`src/rtl/pc_sequencer.sv`:
```
// Program-counter sequencer: sequential, jump, call/return and branch-on-flag
// control flow with a small LIFO return-address stack and sticky error flags.
module pc_sequencer #(
    parameter logic [31:0] RESET_PC    = 32'h0000_0000,
    parameter int          STACK_DEPTH = 8
) (
    input  logic        clk,
    input  logic        rst_n,
    input  logic        write_pc,
    input  logic [2:0]  branch,
    input  logic        push,
    input  logic        pop,
    input  logic        add_pc,
    input  logic        brfl_control,
    input  logic [3:0]  flags_in,
    input  logic [3:0]  flag_mask,
    input  logic [15:0] imm16,
    input  logic [25:0] jtarget,
    input  logic [31:0] reg_data,
    output logic [31:0] pc,
    output logic        halted,
    output logic [4:0]  stack_depth,
    output logic        stack_overflow,
    output logic        stack_underflow,
    output logic        protocol_err
);

    localparam int PTR_W = (STACK_DEPTH > 1) ? $clog2(STACK_DEPTH) : 1;

    localparam logic [2:0] BR_JR   = 3'b001;
    localparam logic [2:0] BR_CALL = 3'b010;
    localparam logic [2:0] BR_HALT = 3'b011;
    localparam logic [2:0] BR_JPC  = 3'b100;

    typedef enum logic {
        RUN,
        HALT
    } state_t;

    state_t state;

    logic [31:0]      stack_mem [STACK_DEPTH];
    logic             commit;
    logic [31:0]      pc_plus1;
    logic [31:0]      pc_rel;
    logic [31:0]      stack_top;
    logic [PTR_W-1:0] top_idx;
    logic [PTR_W-1:0] wr_idx;
    logic             stack_full;
    logic             stack_empty;

    logic [31:0]      pc_next;
    logic [4:0]       depth_next;
    logic             push_en;
    logic             halt_set;
    logic             ovf_set;
    logic             unf_set;
    logic             perr_set;

    assign commit      = (state == RUN) && write_pc;
    assign pc_plus1    = pc + 32'd1;
    assign pc_rel      = pc_plus1 + {{16{imm16[15]}}, imm16};
    assign stack_full  = (stack_depth == 5'(STACK_DEPTH));
    assign stack_empty = (stack_depth == 5'd0);
    assign top_idx     = PTR_W'(stack_depth - 5'd1);
    assign wr_idx      = PTR_W'(stack_depth);
    assign stack_top   = stack_mem[top_idx];

    // Priority chain: halt, push/pop conflict, call, return, jr, jpc, brfl, sequential.
    always_comb begin
        pc_next    = pc_plus1;
        depth_next = stack_depth;
        push_en    = 1'b0;
        halt_set   = 1'b0;
        ovf_set    = 1'b0;
        unf_set    = 1'b0;
        perr_set   = 1'b0;
        if (branch == BR_HALT) begin
            pc_next  = pc;
            halt_set = 1'b1;
        end else if (push && pop) begin
            perr_set = 1'b1;
        end else if ((branch == BR_CALL) || push) begin
            pc_next = {6'b0, jtarget};
            if (stack_full) begin
                ovf_set = 1'b1;
            end else begin
                push_en    = 1'b1;
                depth_next = stack_depth + 5'd1;
            end
        end else if (pop) begin
            if (stack_empty) begin
                unf_set = 1'b1;
            end else begin
                pc_next    = stack_top + {31'b0, add_pc};
                depth_next = stack_depth - 5'd1;
            end
        end else if (branch == BR_JR) begin
            pc_next = reg_data;
        end else if (branch == BR_JPC) begin
            pc_next = pc_rel;
        end else if (brfl_control && ((flags_in & flag_mask) != 4'b0000)) begin
            pc_next = pc_rel;
        end
    end

    always_ff @(posedge clk or negedge rst_n) begin
        if (!rst_n) begin
            state           <= RUN;
            pc              <= RESET_PC;
            halted          <= 1'b0;
            stack_depth     <= 5'd0;
            stack_overflow  <= 1'b0;
            stack_underflow <= 1'b0;
            protocol_err    <= 1'b0;
        end else if (commit) begin
            pc              <= pc_next;
            stack_depth     <= depth_next;
            stack_overflow  <= stack_overflow  | ovf_set;
            stack_underflow <= stack_underflow | unf_set;
            protocol_err    <= protocol_err    | perr_set;
            if (halt_set) begin
                state  <= HALT;
                halted <= 1'b1;
            end
        end
    end

    // Entries above the pointer are don't-care, so the array needs no reset.
    always_ff @(posedge clk) begin
        if (rst_n && commit && push_en) begin
            stack_mem[wr_idx] <= pc;
        end
    end

endmodule

```
`config.mk`:
```
export PLATFORM = sky130hd
export DESIGN_NAME = pc_sequencer
export DESIGN_NICKNAME = d
export VERILOG_FILES = /design/src/rtl/pc_sequencer.sv
export SDC_FILE = /design/constraint.sdc
export NUM_CORES = 1
export LEC_CHECK = 0
export BUFFER_PORTS_ARGS = -buffer_cell sky130_fd_sc_hd__buf_4
export CORE_ASPECT_RATIO = 0.7
export CORE_UTILIZATION = 50
export DETAILED_ROUTE_END_ITERATION = 10
export GPL_TIMING_DRIVEN = 0
export PLACE_DENSITY = 0.69
export SLEW_MARGIN = 20
export SYNTH_ARGS = -nofsm -noshare
export SYNTH_HDL_FRONTEND = slang
export SYNTH_SLANG_ARGS = --single-unit
```
`constraint.sdc`:
```
create_clock -name clk -period 15.2 [get_ports clk]
set_input_delay 0.76 -clock clk [delete_from_list [all_inputs] [get_ports clk]]
set_output_delay 0.76 -clock clk [all_outputs]
set_load 0.01 [all_outputs]
```
==> results.json <==
{
  "status": "finished clean",
  "p_leak_nw": 6.72,
  "synth_commonest_cells": "256 x edfxtp_1, 128 x nand2_1, 85 x nor2_1",
  "peakVddDrop_uv": 117,
  "hold_violations": 0,
  "post_cts_resized": 0,
  "design_area_mm2": 0.0187,
  "post-route-min-period_ns": 6.22,
  "max_stage_delay_ns": 0.54,
  "dpl_cell_area_mm2": 0.0179,
  "routed-via-count": 12500,
  "r2r_slack_ns": 8.98,
  "yosysTopAreaCellShare_pct": 47.6,
  "powerDensity_mw_per_mm2": 198,
  "post_cts_buffers": 0,
  "core_area_mm2": 0.0314,
  "grt_overflow": 0,
  "final_nets": 1600,
  "arrival_ns": 6.66,
  "rsz0062_at_grt": "false",
  "areaGrowthSynthToFinish_pct": 16.1,
  "fmax_mhz": 161,
  "grt_pass1_vias": 11900,
  "synth_nets": 1416,
  "fillers": 2520,
  "layout-drive-gt1-share_pct": 21.6,
  "gp_congestion": 0.993,
  "cp_max_fo": 10,
  "antenna_found_initial": 1,
  "max-slew-margin-rel_pct": 24.8,
  "wl_mm": 52.6,
  "crit_family": "buffers and inverters",
  "fp-row-count": 54,
  "ant_nets": 0,
  "syn_area_per_cell_um2": 12.6,
  "hpwl_mm": 40.2,
  "crit_required_ns": 15.64,
  "yosys_warnings": 0,
  "ys_seq_area_share_pct": 54.0,
  "dp_cells": 1854,
  "drt_first_iter_violations": 1795,
  "synth_most_common_cell": "edfxtp_1",
  "start_util_pct": 51.4,
  "die_w_um": 217,
  "cts_tree": "done",
  "slew_viol_final": 0,
  "synthArstFlopShare_pct": 13.8,
  "antenna_cells": 0,
  "synth-edff-count": 256,
  "fin_worst_skew_ns": 0.0139,
  "end_kind": "flop",
  "wire_per_inst_um": 27.6,
  "synth-main-ff-cell": "edfxtp_1",
  "path_class": "reg2reg",
  "fp.dieH_um": 152,
  "yosys_register_bits": 297,
  "grt_max_degree": 43,
  "netSwitchingFraction_pct": 43.3,
  "clock_sinks": 297,
  "first_pass_iters": 6,
  "path_cells": "buf_4 > buf_12 > buf_12 > buf_4 > inv_1 > ha_1 > xor2_4 > buf_8 > buf_12 > buf_2 > clkbuf_1 > nand2_1 > nand2_1 > ha_1 > ha_1 > nor4b_4 > nand3_1 > nor3b_1 > xnor2_1 > a21oi_1 > a21oi_1",
  "seqPwrFrac_pct": 33.0,
  "synth.largest_area_cell": "edfxtp_1",
  "worstMarginPinSlew_ns": 1.12,
  "grt_pass1_wl_mm": 76.7,
  "cp.buffers_inverters": 9,
  "cts_buffers": 27,
  "hold_buffers": 0,
  "critPathLaunchType": "flop",
  "maxCapViolCount": 0,
  "die_area_mm2": 0.0330,
  "portBuffers": 132,
  "period_share_pct": 40.9,
  "power_frac_clock_pct": 17.0,
  "finalSetupTns_ns": 0,
  "multi_input_area_mm2": 0.00705,
  "ys_types": 84,
  "grt.total_usage_pct": 32.0,
  "cts-root-buf": "clkbuf_16",
  "viasPerCell": 6.54,
  "clk_pin_slew_ns": 0.07,
  "clk_latency_ns": 0.55,
  "p_comb_share_pct": 50.0,
  "cp_slowest_cell": "clkbuf_1",
  "finalSetupViolations": 0,
  "clk_path_buf_depth": 3,
  "yosys-top-cells-area": "edfxtp_1 48%, mux4_2 8.9%, dfrtp_1 6.4%, ha_1 3.4%, nand2_1 3.0%",
  "postSynthCellCount": 1279,
  "h-tree-depth": 1,
  "power.internal_mw": 2.10,
  "seq_area_mm2": 0.00871,
  "syn_area_mm2": 0.0161,
  "p_switching_mw": 1.60,
  "drc": 0,
  "hold_path.class": "in2async",
  "fin_cells": 1903,
  "ios": 133
}
## cell families (layout without fill, tap and decap cells)
family / Yosys count / count (layout) / synth area share (%)
flops: 297 / 297 / 54.0
fa+ha+maj: 45 / 45 / 3.54
buf+inv: 81 / 285 / 2.62
compound gates: 307 / 307 / 12.7
simple gates: 375 / 375 / 11.8
mux: 94 / 94 / 10.8
xor+xnor: 80 / 80 / 4.46
## path summary, 6_finish.rpt
check | start | to | depth (start not counted)
max | stack_depth[0]$_DFFE_PN0P_ | pc[18]$_DFFE_PN0P_ | 21
min | rst_n | pc[26]$_DFFE_PN0P_ | 1
max reg2reg | stack_depth[0]$_DFFE_PN0P_ | pc[18]$_DFFE_PN0P_ | 21
min reg2reg | protocol_err$_DFFE_PN0P_ | protocol_err$_DFFE_PN0P_ | 1
max in group asynchronous | rst_n | pc[11]$_DFFE_PN0P_ | 1
min in group clk | write_pc | state$_DFFE_PN0P_ | 2
## per-layer routing
| metal | global-route usage (%) | wire (um) | vias to the layer above | part of all wire (%) |
|---|---|---|---|---|
| met2 | 44.0 | 21800 | 754 | 42 |
| met1 | 48.6 | 22700 | 6212 | 43 |
| met5 | 0.870 | 54 | - | 0.10 |
| li1 | - | - | 5405 | - |
| met3 | 11.3 | 7070 | 77 | 13 |
| met4 | 6.07 | 966 | 4 | 1.8 |
## state kept, by name (all words and copies together) (netlist names)
name             flops
state                1
pc                  32
stack_mem          256
stack_depth          5
stack_overflow       1
protocol_err         1
stack_underflow      1
## layout make-up
cell class | instances | share of cell area, %
flip-flops and latches | 297 | 46.5
multi-input cells | 901 | 37.6
repair buffers | 155 | 6.57
clock buffers | 31 | 3.69
well taps | 420 | 2.81
plain buffers | 67 | 1.98
clock inverters | 18 | 0.561
inverters | 14 | 0.281
## placed cells by master, fill, tap and decap left out, drive strengths merged, types with 11 or more instances in the layout
cell and count:
mux2i 27, xor2 38, ha 44, a21oi 68
nor2 85, clkinv 14, a211oi 15, nand3 39
a21o 18, mux4 64, a221oi 14, dfrtp 41
a31oi 16, edfxtp 256, o21ai 69, o22ai 21
clkbuf 71, inv 15, nand4 23, nor3 18
nand2 128, buf 182, a221o 11, xnor2 42
o211ai 21
## per-stage QoR
stage / worst slack [ns] / hold slack (ns) / util [%] / power, mW
floorplan: 10.21 / 0.464 / - / 2.40
finish: 8.98 / 0.226 / 59.6 / 3.70
CTS: 9.12 / 0.214 / 59.6 / 3.67
global route: 8.69 / 0.250 / 59.6 / 3.88
global placement: 7.58 / 0.479 / 56.2 / 3.01
detailed placement: 9.16 / 0.487 / 57.1 / 3.04
## power groups by stage
| stage | Sequential [mW] | Clock, mW | Combinational (mW) |
|---|---|---|---|
| after floorplan | 1.17 | 0 | 1.22 |
| after global placement | 1.23 | 0 | 1.78 |
| after detailed placement | 1.24 | 0 | 1.80 |
| after CTS | 1.22 | 0.633 | 1.81 |
| after global routing | 1.24 | 0.664 | 1.98 |
| final | 1.22 | 0.631 | 1.85 |
Power figures use the tool's default switching activity.
